## src/rtl/rrf_alloc_unit_pkg.sv

```systemverilog
// Shared types and sizing for the rename-register tag allocator.
// The pointer types wrap modulo RRF_NUM; the count types also hold RRF_NUM itself.
package rrf_alloc_unit_pkg;

    localparam int RRF_NUM  = 64;
    localparam int RRF_SEL  = 6;
    localparam int DP_WIDTH = 2;

    typedef logic [RRF_SEL-1:0] rrf_tag_t;
    typedef logic [RRF_SEL:0]   rrf_cnt_t;
    typedef logic [1:0]         dp_num_t;

    // Zero-extend a 0..2 request/commit count to counter width
    function automatic rrf_cnt_t widen_num(input dp_num_t n);
        return {{(RRF_SEL-1){1'b0}}, n};
    endfunction

    // Zero-extend a pointer distance to counter width
    function automatic rrf_cnt_t widen_tag(input rrf_tag_t t);
        return {1'b0, t};
    endfunction

endpackage

```

## src/rtl/rrf_alloc_unit_if.sv

```systemverilog
// Dispatch/commit/flush signal bundle between DP, COM and the RRF tag allocator.
interface rrf_alloc_unit_if;
    import rrf_alloc_unit_pkg::*;

    dp_num_t  req_num_i;
    logic     stall_dp_i;
    logic     allocatable_o;
    rrf_tag_t dst_rrftag1_o;
    rrf_tag_t dst_rrftag2_o;
    logic     allocate_en1_o;
    logic     allocate_en2_o;
    dp_num_t  com_num_i;
    rrf_tag_t comptr_o;
    rrf_tag_t rrfptr_o;
    rrf_cnt_t freenum_o;
    logic     flush_i;
    rrf_tag_t flush_rrfptr_i;

    modport master (
        output req_num_i, stall_dp_i, com_num_i, flush_i, flush_rrfptr_i,
        input  allocatable_o, dst_rrftag1_o, dst_rrftag2_o, allocate_en1_o,
               allocate_en2_o, comptr_o, rrfptr_o, freenum_o
    );

    modport slave (
        input  req_num_i, stall_dp_i, com_num_i, flush_i, flush_rrfptr_i,
        output allocatable_o, dst_rrftag1_o, dst_rrftag2_o, allocate_en1_o,
               allocate_en2_o, comptr_o, rrfptr_o, freenum_o
    );

endinterface

```

## src/rtl/rrf_alloc_unit_chk.sv

```systemverilog
// Simulation-only guards on the allocator's illegal input combinations.
module rrf_alloc_unit_chk
    import rrf_alloc_unit_pkg::*;
(
    input logic     clk_i,
    input logic     reset_i,
    input dp_num_t  req_num_i,
    input dp_num_t  com_num_i,
    input logic     flush_i,
    input rrf_tag_t squashed_s,
    input rrf_cnt_t freenum_r
);

    rrf_cnt_t in_flight_s;
    assign in_flight_s = rrf_cnt_t'(RRF_NUM) - freenum_r;

    a_req_legal: assert property (@(posedge clk_i) disable iff (!reset_i)
        req_num_i != 2'd3);

    a_com_legal: assert property (@(posedge clk_i) disable iff (!reset_i)
        widen_num(com_num_i) <= in_flight_s);

    a_squash_legal: assert property (@(posedge clk_i) disable iff (!reset_i)
        !flush_i || (widen_tag(squashed_s) <= in_flight_s));

endmodule

```

## src/rtl/rrf_alloc_unit_ptr_adv.sv

```systemverilog
// Circular rename-pointer advance by 0..2 entries; wraps naturally at RRF_NUM.
module rrf_alloc_unit_ptr_adv
    import rrf_alloc_unit_pkg::*;
(
    input  rrf_tag_t ptr,
    input  dp_num_t  inc,
    output rrf_tag_t nxt
);

    assign nxt = ptr + rrf_tag_t'(inc);

endmodule

```

## src/rtl/rrf_alloc_unit.sv

```systemverilog
// RRF tag allocator: grants up to two circular tags per cycle, reclaims on commit,
// and rewinds the allocation pointer on mispredict flush.
module rrf_alloc_unit
    import rrf_alloc_unit_pkg::*;
(
    input logic           clk_i,
    input logic           reset_i,
    rrf_alloc_unit_if.slave bus
);

    rrf_tag_t rrfptr_r;
    rrf_tag_t comptr_r;
    rrf_cnt_t freenum_r;

    logic     allocatable_s;
    logic     en1_s;
    logic     en2_s;
    dp_num_t  grant_cnt_s;
    rrf_tag_t squashed_s;
    rrf_tag_t rrfptr_adv_s;
    rrf_tag_t comptr_adv_s;
    rrf_tag_t rrfptr_nxt_s;
    rrf_cnt_t freenum_nxt_s;

    rrf_alloc_unit_ptr_adv u_rrf_adv (.ptr(rrfptr_r), .inc(grant_cnt_s),   .nxt(rrfptr_adv_s));
    rrf_alloc_unit_ptr_adv u_com_adv (.ptr(comptr_r), .inc(bus.com_num_i), .nxt(comptr_adv_s));

    // Same-cycle grant; registered freenum keeps just-committed tags out until next cycle
    always_comb begin
        allocatable_s = 1'b0;
        grant_cnt_s   = 2'd0;
        if ((bus.req_num_i != 2'd0) && !bus.stall_dp_i && !bus.flush_i &&
            (freenum_r >= widen_num(bus.req_num_i))) begin
            allocatable_s = 1'b1;
        end else begin
            allocatable_s = 1'b0;
        end
        en1_s = allocatable_s && (bus.req_num_i >= 2'd1);
        en2_s = allocatable_s && (bus.req_num_i == 2'd2);
        if (en2_s) begin
            grant_cnt_s = 2'd2;
        end else if (en1_s) begin
            grant_cnt_s = 2'd1;
        end else begin
            grant_cnt_s = 2'd0;
        end
    end

    assign squashed_s = rrfptr_r - bus.flush_rrfptr_i;

    // Flush returns the squashed younger tags; commits in that cycle still count
    always_comb begin
        rrfptr_nxt_s  = rrfptr_adv_s;
        freenum_nxt_s = freenum_r;
        if (bus.flush_i) begin
            rrfptr_nxt_s  = bus.flush_rrfptr_i;
            freenum_nxt_s = freenum_r + widen_num(bus.com_num_i) + widen_tag(squashed_s);
        end else begin
            rrfptr_nxt_s  = rrfptr_adv_s;
            freenum_nxt_s = freenum_r + widen_num(bus.com_num_i) - widen_num(grant_cnt_s);
        end
    end

    // Allocation/commit pointers and free count
    always_ff @(posedge clk_i or negedge reset_i) begin
        if (!reset_i) begin
            rrfptr_r  <= {RRF_SEL{1'b0}};
            comptr_r  <= {RRF_SEL{1'b0}};
            freenum_r <= rrf_cnt_t'(RRF_NUM);
        end else begin
            rrfptr_r  <= rrfptr_nxt_s;
            comptr_r  <= comptr_adv_s;
            freenum_r <= freenum_nxt_s;
        end
    end

    assign bus.allocatable_o  = allocatable_s;
    assign bus.allocate_en1_o = en1_s;
    assign bus.allocate_en2_o = en2_s;
    assign bus.dst_rrftag1_o  = rrfptr_r;
    assign bus.dst_rrftag2_o  = rrfptr_r + 6'd1;
    assign bus.rrfptr_o       = rrfptr_r;
    assign bus.comptr_o       = comptr_r;
    assign bus.freenum_o      = freenum_r;

    rrf_alloc_unit_chk u_chk (
        .clk_i     (clk_i),
        .reset_i   (reset_i),
        .req_num_i (bus.req_num_i),
        .com_num_i (bus.com_num_i),
        .flush_i   (bus.flush_i),
        .squashed_s(squashed_s),
        .freenum_r (freenum_r)
    );

endmodule

```

## src/flat_wrapper.sv

```systemverilog
// flat-port wrapper written by rule: the top's interface ports become plain ports
module rrf_alloc_unit_flat import rrf_alloc_unit_pkg::*;
  (clk_i, reset_i, bus_req_num_i, bus_stall_dp_i, bus_com_num_i, bus_flush_i, bus_flush_rrfptr_i, bus_allocatable_o, bus_dst_rrftag1_o, bus_dst_rrftag2_o, bus_allocate_en1_o, bus_allocate_en2_o, bus_comptr_o, bus_rrfptr_o, bus_freenum_o);
  rrf_alloc_unit_if bus_i ();
  input logic clk_i;
  input logic reset_i;
  input wire logic [$bits(bus_i.req_num_i)-1:0] bus_req_num_i;
  input wire logic [$bits(bus_i.stall_dp_i)-1:0] bus_stall_dp_i;
  input wire logic [$bits(bus_i.com_num_i)-1:0] bus_com_num_i;
  input wire logic [$bits(bus_i.flush_i)-1:0] bus_flush_i;
  input wire logic [$bits(bus_i.flush_rrfptr_i)-1:0] bus_flush_rrfptr_i;
  output wire logic [$bits(bus_i.allocatable_o)-1:0] bus_allocatable_o;
  output wire logic [$bits(bus_i.dst_rrftag1_o)-1:0] bus_dst_rrftag1_o;
  output wire logic [$bits(bus_i.dst_rrftag2_o)-1:0] bus_dst_rrftag2_o;
  output wire logic [$bits(bus_i.allocate_en1_o)-1:0] bus_allocate_en1_o;
  output wire logic [$bits(bus_i.allocate_en2_o)-1:0] bus_allocate_en2_o;
  output wire logic [$bits(bus_i.comptr_o)-1:0] bus_comptr_o;
  output wire logic [$bits(bus_i.rrfptr_o)-1:0] bus_rrfptr_o;
  output wire logic [$bits(bus_i.freenum_o)-1:0] bus_freenum_o;
  assign bus_i.req_num_i = bus_req_num_i;
  assign bus_i.stall_dp_i = bus_stall_dp_i;
  assign bus_i.com_num_i = bus_com_num_i;
  assign bus_i.flush_i = bus_flush_i;
  assign bus_i.flush_rrfptr_i = bus_flush_rrfptr_i;
  assign bus_allocatable_o = bus_i.allocatable_o;
  assign bus_dst_rrftag1_o = bus_i.dst_rrftag1_o;
  assign bus_dst_rrftag2_o = bus_i.dst_rrftag2_o;
  assign bus_allocate_en1_o = bus_i.allocate_en1_o;
  assign bus_allocate_en2_o = bus_i.allocate_en2_o;
  assign bus_comptr_o = bus_i.comptr_o;
  assign bus_rrfptr_o = bus_i.rrfptr_o;
  assign bus_freenum_o = bus_i.freenum_o;
  rrf_alloc_unit u_core (.clk_i(clk_i), .reset_i(reset_i), .bus(bus_i));
endmodule
```

## config.mk

```make
export PLATFORM = sky130hd
export DESIGN_NAME = rrf_alloc_unit_flat
export DESIGN_NICKNAME = d
export VERILOG_FILES = /design/src/rtl/rrf_alloc_unit_pkg.sv /design/src/rtl/rrf_alloc_unit_if.sv /design/src/rtl/rrf_alloc_unit_chk.sv /design/src/rtl/rrf_alloc_unit_ptr_adv.sv /design/src/rtl/rrf_alloc_unit.sv /design/src/flat_wrapper.sv
export SDC_FILE = /design/constraint.sdc
export NUM_CORES = 1
export LEC_CHECK = 0
export CORE_MARGIN = 4
export CORE_UTILIZATION = 51
export DETAILED_ROUTE_END_ITERATION = 8
export PLACE_DENSITY = 0.86
export SLEW_MARGIN = 10
export SYNTH_ARGS = -nofsm -noshare
export SYNTH_HDL_FRONTEND = slang
export SYNTH_SLANG_ARGS = --single-unit
export TNS_END_PERCENT = 50
```

## constraint.sdc

```tcl
create_clock -name clk_i -period 4.8 [get_ports clk_i]
set_input_delay 0.48 -clock clk_i [delete_from_list [all_inputs] [get_ports clk_i]]
set_output_delay 0.48 -clock clk_i [all_outputs]
set_load 0.01 [all_outputs]
```

Yosys cells after proc, flatten, opt, wreduce, memory -nomap -nowiden. Cells that the tools add are included.

$add $sub $neg: 7. Multiply operators: 0. Divide/modulo/power cells: 0. $lt $le $gt $ge: 2. Equal/unequal tests: 1. Shift operators: 0. Mux-type cells: 5. Bitwise logic cells: 0. Reductions and logical operators: 8.

Operator list (count): $add 6x2->6 (2); $add 7x2->7 (1); $add 7x6->7 (1); $ge 7x2->1 (1); $mux 7 (1); $sub 7x2->7 (1); $add 6x1->6 const B (1); $mux 6 (1); $sub 6x6->6 (1); $logic_and 1x1->1 (5); $eq 2x2->1 const B (1); $ge 2x1->1 const B (1); $logic_not 1->1 (2); $mux 1 (2); $mux 2 (1); $reduce_bool 2->1 (1).

Register bits: 19. Latch bits: 0. Memory bits (writable): 0. ROM bits: 0. Bits of input ports: 14. Output and inout port bits: 34. Logic and storage cells: 26. Memories kept: 0.

Depth between registers and ports, before layout. Gate-level depths: netlist (run 1).

Depth in word-level cells: 10. Depth in mapped cells: 15. Gate-level depth less buffers: 15.

Hierarchy. From an unflattened synthesis (run 1), not the netlist that was laid out.

Cell total of the unflattened synthesis: 151. Area total of the unflattened synthesis: 1596.5 µm².

By module, submodules not included: rrf_alloc_unit (times used 1, cells each 129, area each 1391.3 µm², seq. area each 476.7 µm²); rrf_alloc_unit_ptr_adv (times used 2, cells each 11, area each 102.6 µm², seq. area each 0.0 µm²).

Worst setup path after synthesis (run 1). Ideal clock, no wire load.

Kind: input-to-reg. From: input port bus_req_num_i[0]. To: register u_core.freenum_r[6] (netlist: u_core.bus.freenum_o[6]). Library setup time: 0.075 ns. Data arrival time: 2.936 ns. Required time: 4.725 ns. Setup slack: 1.790 ns. Cell stages on the path: 14. Path buffers: 0. Path through: ha_1 > nand2b_1 > a2111oi_4 > nor4_2 > inv_1 > o22ai_1 > ha_1 > inv_1 > fa_1 > inv_1 > a21o_1 > a21oi_1 > o21ai_0 > xor2_1.

Longest elaborated chain between the ends: 10. Elaborated cells between the ends (all ways): 14. Classes of those cells: add/sub (1); order compare (2); eq/ne (1); mux (4); reduce/logical (6).

Ends and longest elaborated chain: from (decl) (line flat_wrapper.sv:7) `input wire logic [$bits(bus_i.req_num_i)-1:0] bus_req_num_i;`; branches (longest 3 deep; another with $ge 7x2->1); $logic_and 1x1->1 * (line rrf_alloc_unit.sv:32) `if ((bus.req_num_i != 2'd0) && !bus.stall_dp_i && !bus.flush_i &&`; $mux 1 * (line rrf_alloc_unit.sv:32); named net bus_allocatable_o (line flat_wrapper.sv:12) `output wire logic [$bits(bus_i.allocatable_o)-1:0] bus_allocatable_o;`; $logic_and 1x1->1 (line rrf_alloc_unit.sv:38) `en1_s = allocatable_s && (bus.req_num_i >= 2'd1);`; $mux 1 (line rrf_alloc_unit.sv:42) `end else if (en1_s) begin`; $mux 2 * (line rrf_alloc_unit.sv:40) `if (en2_s) begin`; $sub 7x2->7 * (line rrf_alloc_unit.sv:60) `freenum_nxt_s = freenum_r + widen_num(bus.com_num_i) - widen_num(grant_cnt_s);`; $mux 7 * (line rrf_alloc_unit.sv:55) `if (bus.flush_i) begin`; named net u_core.freenum_nxt_s[6] (line rrf_alloc_unit.sv:23) `rrf_cnt_t freenum_nxt_s;`; to (signal assigned) (line rrf_alloc_unit.sv:69) `freenum_r <= rrf_cnt_t'(RRF_NUM);`; to (signal assigned) (line rrf_alloc_unit.sv:73) `freenum_r <= freenum_nxt_s;`; to (decl) (line rrf_alloc_unit.sv:13) `rrf_cnt_t freenum_r;`.

Mark *: on every way through the listed nets, which the timed path passes.

Worst setup path after layout (run 1).
From: input port bus_req_num_i[0]. To: register u_core.freenum_r[6] (netlist: u_core.bus.freenum_o[6]).

Longest elaborated chain between the ends: 10. Elaborated cells between the ends (all ways): 14. Classes of those cells: add/sub (1); order compare (2); eq/ne (1); mux (4); reduce/logical (6).

Ends and longest elaborated chain (line): branches (longest 7 deep; another with $ge 7x2->1); $mux 2 * (rrf_alloc_unit.sv:40); $sub 7x2->7 * (rrf_alloc_unit.sv:60); $mux 7 * (rrf_alloc_unit.sv:55); named net u_core.freenum_nxt_s[6] (rrf_alloc_unit.sv:23).

Marks and branches as above.

==> results of run 1 <==
==> routing by layer <==
metal / GRT usage [%] / up-vias / wire [microns]
li1: - / 640 / -
met1: 23.4 / 604 / 1550
met2: 32.1 / 37 / 1820
met3: 4.55 / 2 / 194
met4: 3.23 / 0 / 13
met5: 0 / - / 0
==> final cells by class <==
cell class              count  area share [%]
multi-input cells         117            46.8
flip-flops and latches     19            23.0
repair buffers             47            22.7
inverters                  24            4.34
well taps                  31            1.87
clock buffers               3            1.09
clock inverters             1           0.241
==> flip-flops by register name, indices dropped and copies added, names as in the netlist <==
signal	count
u_core.bus.freenum_o	7
u_core.bus.comptr_o	6
u_core.bus.dst_rrftag1_o	6
==> power groups by stage <==
| stage | Combinational (mW) | Clock [mW] | Sequential (mW) |
|---|---|---|---|
| 2_1_floorplan | 0.402 | 0 | 0.338 |
| 3_3_place_gp | 0.665 | 0 | 0.315 |
| 3_5_place_dp | 0.682 | 0 | 0.322 |
| 4_1_cts | 0.694 | 0.0868 | 0.318 |
| 5_1_grt | 0.761 | 0.0963 | 0.331 |
| 6_report | 0.688 | 0.0873 | 0.318 |
==> logic make-up (layout without fill, tap and decap cells) <==
kind of cell | Yosys count | in the layout | share of synthesized area, %
compound gates | 28 | 28 | 11.8
xor+xnor | 26 | 26 | 14.4
fa+ha+maj | 25 | 25 | 22.1
buf+inv | 31 | 75 | 8.75
flops | 19 | 19 | 30.0
mux | 2 | 2 | 1.34
simple gates | 36 | 36 | 11.6
==> metrics by stage <==
| step | area [sq um] | setup WS (ns) | util (%) | hold slack [ns] | instances |
|---|---|---|---|---|---|
| finish | 2070 | 1.41 | 72.7 | 0.475 | 242 |
| detailed placement | 2050 | 1.20 | 71.8 | 0.458 | 238 |
| floorplan | 1590 | 1.79 | - | 0.184 | 167 |
| global placement | 2050 | 1.36 | 71.8 | 0.455 | 238 |
| global route | 2070 | 1.18 | 72.7 | 0.517 | 242 |
| CTS | 2070 | 1.42 | 72.7 | 0.474 | 242 |
==> synth_stat cells, drive strengths merged, types with 2 or more instances <==
master,count
nor2,7
buf,6
a21o,4
dfrtp,18
xnor2,16
ha,20
a21oi,9
nand3,5
nor4,2
nor2b,3
nand2,12
fa,5
o21ai,8
inv,24
or4,2
xor2,10
==> critical path: cells and delay by family <==
kind | cells | cell delay (ns)
xor gates and xnor gates | 1 | 0.20
buffers and inverters | 4 | 0.77
and+or+nand+nor | 2 | 0.58
adders and majority gates | 3 | 0.88
AOI/OAI and AO/OA | 5 | 0.72
==> worst min-delay path by stage <==
| stage | startpoint | end | slack [ns] | depth (start not counted) |
|---|---|---|---|---|
| floorplan | reset_i | u_core.bus.comptr_o[0] | 0.18 | 0 |
| global placement | u_core.bus.comptr_o[5] | u_core.bus.comptr_o[5] | 0.45 | 1 |
| detailed placement | u_core.bus.comptr_o[5] | u_core.bus.comptr_o[5] | 0.46 | 1 |
| CTS | u_core.bus.comptr_o[5] | u_core.bus.comptr_o[5] | 0.47 | 1 |
| global route | u_core.bus.comptr_o[5] | u_core.bus.comptr_o[5] | 0.52 | 1 |
| finish | u_core.bus.comptr_o[5] | u_core.bus.comptr_o[5] | 0.47 | 1 |
==> reports/metrics.csv, run 1 <==
stage,metric,value,unit
run_status,status,"complete, no violations",
critical_path,r2r-end,u_core.bus.freenum_o[6],
pwr,p_clk_share,8.0,%
run,maxCapViolations,0,
logic_synthesis,ys.flop_type,dfrtp_1,
critical_path,cp_data_required_time,5.04,ns
clock_tree,worst_skew_pair.late_latency,0.31,ns
pwr,power.switching,0.457,mW
global_routing,grt_pass1_wl,5950,microns
global_routing,antenna_found_initial,0,
logic_synthesis,synth_area_leaders,"dfrtp_1, ha_1, xnor2_1",
critical_path,worst-endpoint-arrival,3.63,ns
finish,num_antenna_cells,0,
clock_tree,cts_buffer_depth,2,
pwr,p_leak,0.956,nW
finish,nets,251,
logic_synthesis,ys_warn_count,0,
timing,period_needed,3.39,ns
logic_synthesis,yosysTopAreaCell,dfrtp_1,
logic_synthesis,synth_cells,167,
critical_path,regToRegStartpoint,u_core.bus.freenum_o[0],
clock_tree,cts-buffers-inserted,3,
logic_synthesis,ys_types,34,
finish,drive_gt1_share,4.27,%
timing,rsz0062_at_grt,false,
floorplanning,die_x,63.8,microns
critical_path,cpMostUsedCell,inv_1,
floorplanning,rows,19,
finish,area_growth,30.8,%
clock_tree,clock-sinks,19,
pwr,vdd_drop_max,0.453,mV
timing,fin_skew,0.00328,ns
clock_tree,cts_tree,yes,
min_path,hp-class,reg2reg,
critical_path,reg2reg_setup_slack,1.60,ns
critical_path,crit_fanout,6,
global_routing,track_usage,18.4,%
global_routing,first_global_vias,1267,
pwr,seq_power_share,29.1,%
logic_synthesis,avgSynthCellArea,9.50,sq um
critical_path,path_class,in2reg,
pwr,pwr-share-comb,63.0,%
finish,layout_commonest_cell,clkdlybuf4s50_1,
finish,multi_input_area,971,sq um
route,wl_per_cell,14.8,microns
finish,register_area,477,sq um
logic_synthesis,yosys.area.top_type_share,28.4,%
logic_synthesis,syn-num-nets,206,
finish,fill_cells,218,
timing,fin_setup_tns,0,ns
global_routing,grt_max_degree,20,
global_routing,gr-total-overflow,0,
pwr,total_power,1.09,mW
critical_path,cpPeakStageDelay,0.45,ns
clock_tree,post_cts_buffers,0,
clock_tree,clk_pin_slew,0.12,ns
pwr,p_per_area,527,mW/mm^2
timing,finalHoldViolations,0,
clock_tree,htreeDepth,1,
floorplanning,die_area,0.00407,sq mm
timing,finalSetupViolCount,0,
pwr,p_int,0.636,mW
critical_path,startpoint,bus_req_num_i[0],
floorplanning,initial_core_util,55.6,%
pwr,switching_share,41.8,%
logic_synthesis,ys_seq_area_share,30.0,%
route,routed_wl,3570,microns
critical_path,startpoint_type,input pin,
route,initialDrtViolationCount,27,
floorplanning,io_pins,48,
timing,slew_headroom,39.2,%
logic_synthesis,synth_edf_count,0,
route,routed_via_density,5.30,
logic_synthesis,synth-seq-cells,19,
logic_synthesis,synth_area,0.00159,sq mm
clock_tree,root_buffer,clkbuf_4,
route,dr.pass1.iters,4,
place,io_buffers,47,
timing,fmax,295,MHz
critical_path,reg2reg_depth,15,
route,via_count,1283,
critical_path,endpoint,u_core.bus.freenum_o[6],
floorplanning,coreArea,0.00285,sq mm
place,routabilityCongestion,0.834,
critical_path,slowest_stage,clkdlybuf4s50_1,
critical_path,crit_chain,clkdlybuf4s50_1 > ha_1 > nand2b_1 > a2111oi_4 > nor4_2 > inv_1 > o22ai_1 > ha_1 > inv_1 > fa_1 > inv_1 > a21o_1 > a21oi_1 > o21ai_0 > xor2_1,
floorplanning,die_y,63.8,microns
logic_synthesis,async_flop_share,100,%
route,route.detailed.drc,0,
critical_path,end_kind,register,
place,hpwl,2860,microns
route,final_antenna_net_count,0,
timing,slew_violations,0,
clock_tree,cts_resized,0,
finish,layout_common_cells,"clkdlybuf4s50_1, inv_1, ha_1",
clock_tree,ctsHoldBuffers,0,
timing,tightest_slew,0.909,ns
timing,fin_crit_sh,70.5,%
(Power assumes the default switching activity.)
==> run 2, diff against run 1 <==
--- a/config.mk
+++ b/config.mk
@@ -6,9 +6,9 @@
 export NUM_CORES = 1
 export LEC_CHECK = 0
 export CORE_MARGIN = 4
-export CORE_UTILIZATION = 51
+export CORE_UTILIZATION = 47
 export DETAILED_ROUTE_END_ITERATION = 8
-export PLACE_DENSITY = 0.86
+export PLACE_DENSITY = 0.8
 export SLEW_MARGIN = 10
 export SYNTH_ARGS = -nofsm -noshare
 export SYNTH_HDL_FRONTEND = slang
==> constraint.sdc (replaced) <==
create_clock -name clk_i -period 3.35 [get_ports clk_i]
set_input_delay 0.335 -clock clk_i [delete_from_list [all_inputs] [get_ports clk_i]]
set_output_delay 0.335 -clock clk_i [all_outputs]
set_load 0.01 [all_outputs]
==> run 2 against run 1 <==
Net effect: register-to-register slack lost 1.3 ns; worst hold slack gained 0.033 ns; global-route usage grew 0.089 points; design area grew 1.9%; count of clock-buffer cells in the layout is the same; sequential share of layout area shrank 0.42 points; routed wire length grew 3.0%; critical path depth shrank 4; sequential power grew 43%; combinational power grew 43%; flip-flop and latch count is the same; critical endpoint is now u_core.bus.freenum_o[5]; largest cell class unchanged; largest power group unchanged; highest routed layer unchanged.
==> reports/metrics.csv, run 2 (synthesis gave the netlist of run 1 again) <==
stage,metric,value,unit,change
run_status,status,"complete, no violations",,unchanged
clock_tree,cts_resized,0,,unchanged
critical_path,r2r-end,u_core.bus.freenum_o[5],,was u_core.bus.freenum_o[6]
critical_path,reg2reg_depth,11,,was 15
clock_tree,root_buffer,clkbuf_4,,unchanged
critical_path,startpoint,u_core.bus.freenum_o[2],,was bus_req_num_i[0]
pwr,vdd_drop_max,0.561,mV,was 0.453 mV
timing,hold_ws,0.508,ns,was 0.475 ns
finish,nets,254,,was 251
critical_path,reg2reg_setup_slack,0.30,ns,was 1.60 ns
pwr,total_power,1.56,mW,was 1.09 mW
global_routing,track_usage,18.5,%,was 18.4%
timing,fin_setup_tns,0,ns,unchanged
floorplanning,initial_core_util,50.3,%,was 55.6%
floorplanning,die_x,66.1,microns,was 63.8 microns
finish,final_cell_count_no_fill,258,,was 242
place,hpwl,3050,microns,was 2860 microns
clock_tree,post_cts_buffers,0,,unchanged
route,routed_via_density,5.05,,was 5.30
floorplanning,rows,20,,was 19
place,place_inst,254,,was 238
route,routed_wl,3680,microns,was 3570 microns
pwr,p_per_area,740,mW/mm^2,was 527 mW/mm^2
critical_path,endpoint,u_core.bus.freenum_o[5],,was u_core.bus.freenum_o[6]
route,dr.pass1.iters,4,,unchanged
route,wl_per_cell,14.3,microns,was 14.8 microns
global_routing,first_global_vias,1293,,was 1267
critical_path,worst-endpoint-arrival,3.29,ns,was 3.63 ns
critical_path,cp_data_required_time,3.59,ns,was 5.04 ns
route,via_count,1302,,was 1283
floorplanning,die_y,66.1,microns,was 63.8 microns
clock_tree,cts-buffers-inserted,3,,unchanged
finish,register_area,477,sq um,unchanged
timing,finalHoldViolations,0,,unchanged
clock_tree,htreeDepth,1,,unchanged
floorplanning,coreArea,0.00315,sq mm,was 0.00285 sq mm
finish,stdcell_area,0.00211,sq mm,was 0.00207 sq mm
global_routing,gr-total-overflow,0,,unchanged
finish,multi_input_area,971,sq um,unchanged
route,initialDrtViolationCount,73,,was 27
global_routing,grt_max_degree,20,,unchanged
timing,rsz0062_at_grt,false,,unchanged
pwr,p_leak,0.970,nW,was 0.956 nW
floorplanning,io_pins,48,,unchanged
route,route.detailed.drc,0,,unchanged
timing,period_needed,3.05,ns,
clock_tree,cts_tree,yes,,unchanged
timing,finalSetupViolCount,0,,unchanged
clock_tree,clock-sinks,19,,unchanged
clock_tree,ctsHoldBuffers,0,,unchanged
global_routing,antenna_found_initial,0,,unchanged
critical_path,cpPeakStageDelay,0.58,ns,was 0.45 ns
critical_path,cpMostUsedCell,a21oi_1,,was inv_1
finish,layout_common_cells,"clkdlybuf4s50_1, inv_1, ha_1",,unchanged
finish,largest_reg_flops,7,,unchanged
place,routabilityCongestion,0.904,,was 0.834
timing,slew_violations,0,,unchanged
critical_path,end_kind,register,,unchanged
global_routing,grt_pass1_wl,6130,microns,was 5950 microns
place,placed_cell_area,0.00209,sq mm,was 0.00205 sq mm
timing,fin_skew,0.00769,ns,was 0.00328 ns
critical_path,slowest_stage,or4_4,,was clkdlybuf4s50_1
critical_path,crit_chain,or4_4 > a2111oi_4 > nor4_2 > a21oi_1 > inv_1 > ha_1 > a21o_1 > a21oi_1 > o21bai_1 > a21oi_1 > xnor2_1,,was clkdlybuf4s50_1 > ha_1 > nand2b_1 > a2111oi_4 > nor4_2 > inv_1 > o22ai_1 > ha_1 > inv_1 > fa_1 > inv_1 > a21o_1 > a21oi_1 > o21ai_0 > xor2_1
route,final_antenna_net_count,0,,unchanged
clock_tree,clk_pin_slew,0.13,ns,was 0.12 ns
finish,layout_commonest_cell,clkdlybuf4s50_1,,unchanged
critical_path,path_class,reg2reg,,was in2reg
critical_path,crit_fanout,6,,unchanged
clock_tree,cts_buffer_depth,2,,unchanged
critical_path,regToRegStartpoint,u_core.bus.freenum_o[2],,was u_core.bus.freenum_o[0]
finish,drive_gt1_share,5.61,%,was 4.27%
floorplanning,die_area,0.00437,sq mm,was 0.00407 sq mm
finish,fill_cells,270,,was 218
finish,num_antenna_cells,0,,unchanged
timing,fin_crit_sh,91.0,%,
clock_tree,worst_skew_pair.late_latency,0.31,ns,about the same
finish,area_growth,33.2,%,was 30.8%
min_path,hp-class,reg2reg,,unchanged
timing,tightest_slew,0.906,ns,was 0.909 ns
timing,slew_headroom,39.4,%,was 39.2%
timing,fmax,328,MHz,
critical_path,startpoint_type,register,,was input pin
run,maxCapViolations,0,,unchanged
place,io_buffers,47,,unchanged
==> run 2: cell types whose count changed in the layout (fill, tap and decap cells not counted) <==
cell,previous run,this run
buf_4,0,3
==> run 2: final cells by class <==
class / instances / share of cell area, %
multi-input cells: 117 / 45.9
flip-flops and latches: 19 / 22.6
clock inverters: 1 / 0.237
well taps: 44 / 2.61
repair buffers: 50 / 23.3
clock buffers: 3 / 1.07
inverters: 24 / 4.26
==> run 2: how the worst min path moves through the flow <==
| stage | from | to | slack [ns] | depth (start not counted) |
|---|---|---|---|---|
| floorplan | reset_i | u_core.bus.comptr_o[0] | 0.04 | 0 |
| global placement | u_core.bus.comptr_o[5] | u_core.bus.comptr_o[5] | 0.45 | 1 |
| detailed placement | u_core.bus.comptr_o[5] | u_core.bus.comptr_o[5] | 0.48 | 1 |
| CTS | u_core.bus.comptr_o[5] | u_core.bus.comptr_o[5] | 0.50 | 1 |
| global route | u_core.bus.comptr_o[4] | u_core.bus.comptr_o[4] | 0.53 | 1 |
| finish | u_core.bus.comptr_o[5] | u_core.bus.comptr_o[5] | 0.51 | 1 |
==> run 2: where the power goes <==
group / leakage, nW / switching [mW] / internal [mW]
Sequential: 0.223 / 0.118 / 0.337
Clock: 0.0177 / 0.0815 / 0.0445
Combinational: 0.730 / 0.450 / 0.534
==> run 2: stage by stage <==
step	utilization, %	setup slack [ns]
after global placement	66.2	0.132
after global routing	67.0	0.0827
after floorplan	-	0.362
after detailed placement	66.2	0.0282
final	67.0	0.302
after CTS	67.0	0.269
==> run 2: worst max-delay path, delay by kind of cell, from the launching register on <==
kind                       cells  cell delay (ns)
DFF                            1             0.47
buffers and inverters          1             0.08
adders and majority gates      1             0.29
AOI/OAI and AO/OA              6             1.31
xor gates and xnor gates       1             0.15
and+or+nand+nor                2             0.69
==> run 2: routing by layer <==
layer	track usage [%]	share of wire, %	up-vias
li1	-	-	648
met1	24.7	45	619
met2	31.1	49	31
met3	1.70	4.1	4
met4	6.09	1.4	0
met5	0	0	-
==> run 3, diff against run 2 <==
--- a/config.mk
+++ b/config.mk
@@ -9,6 +9,7 @@
 export CORE_UTILIZATION = 47
 export DETAILED_ROUTE_END_ITERATION = 8
 export PLACE_DENSITY = 0.8
+export SKIP_CTS_REPAIR_TIMING = 1
 export SLEW_MARGIN = 10
 export SYNTH_ARGS = -nofsm -noshare
 export SYNTH_HDL_FRONTEND = slang
==> results of run 3 <==
The final DEF is identical to that of run 2; final timing and power are the same.
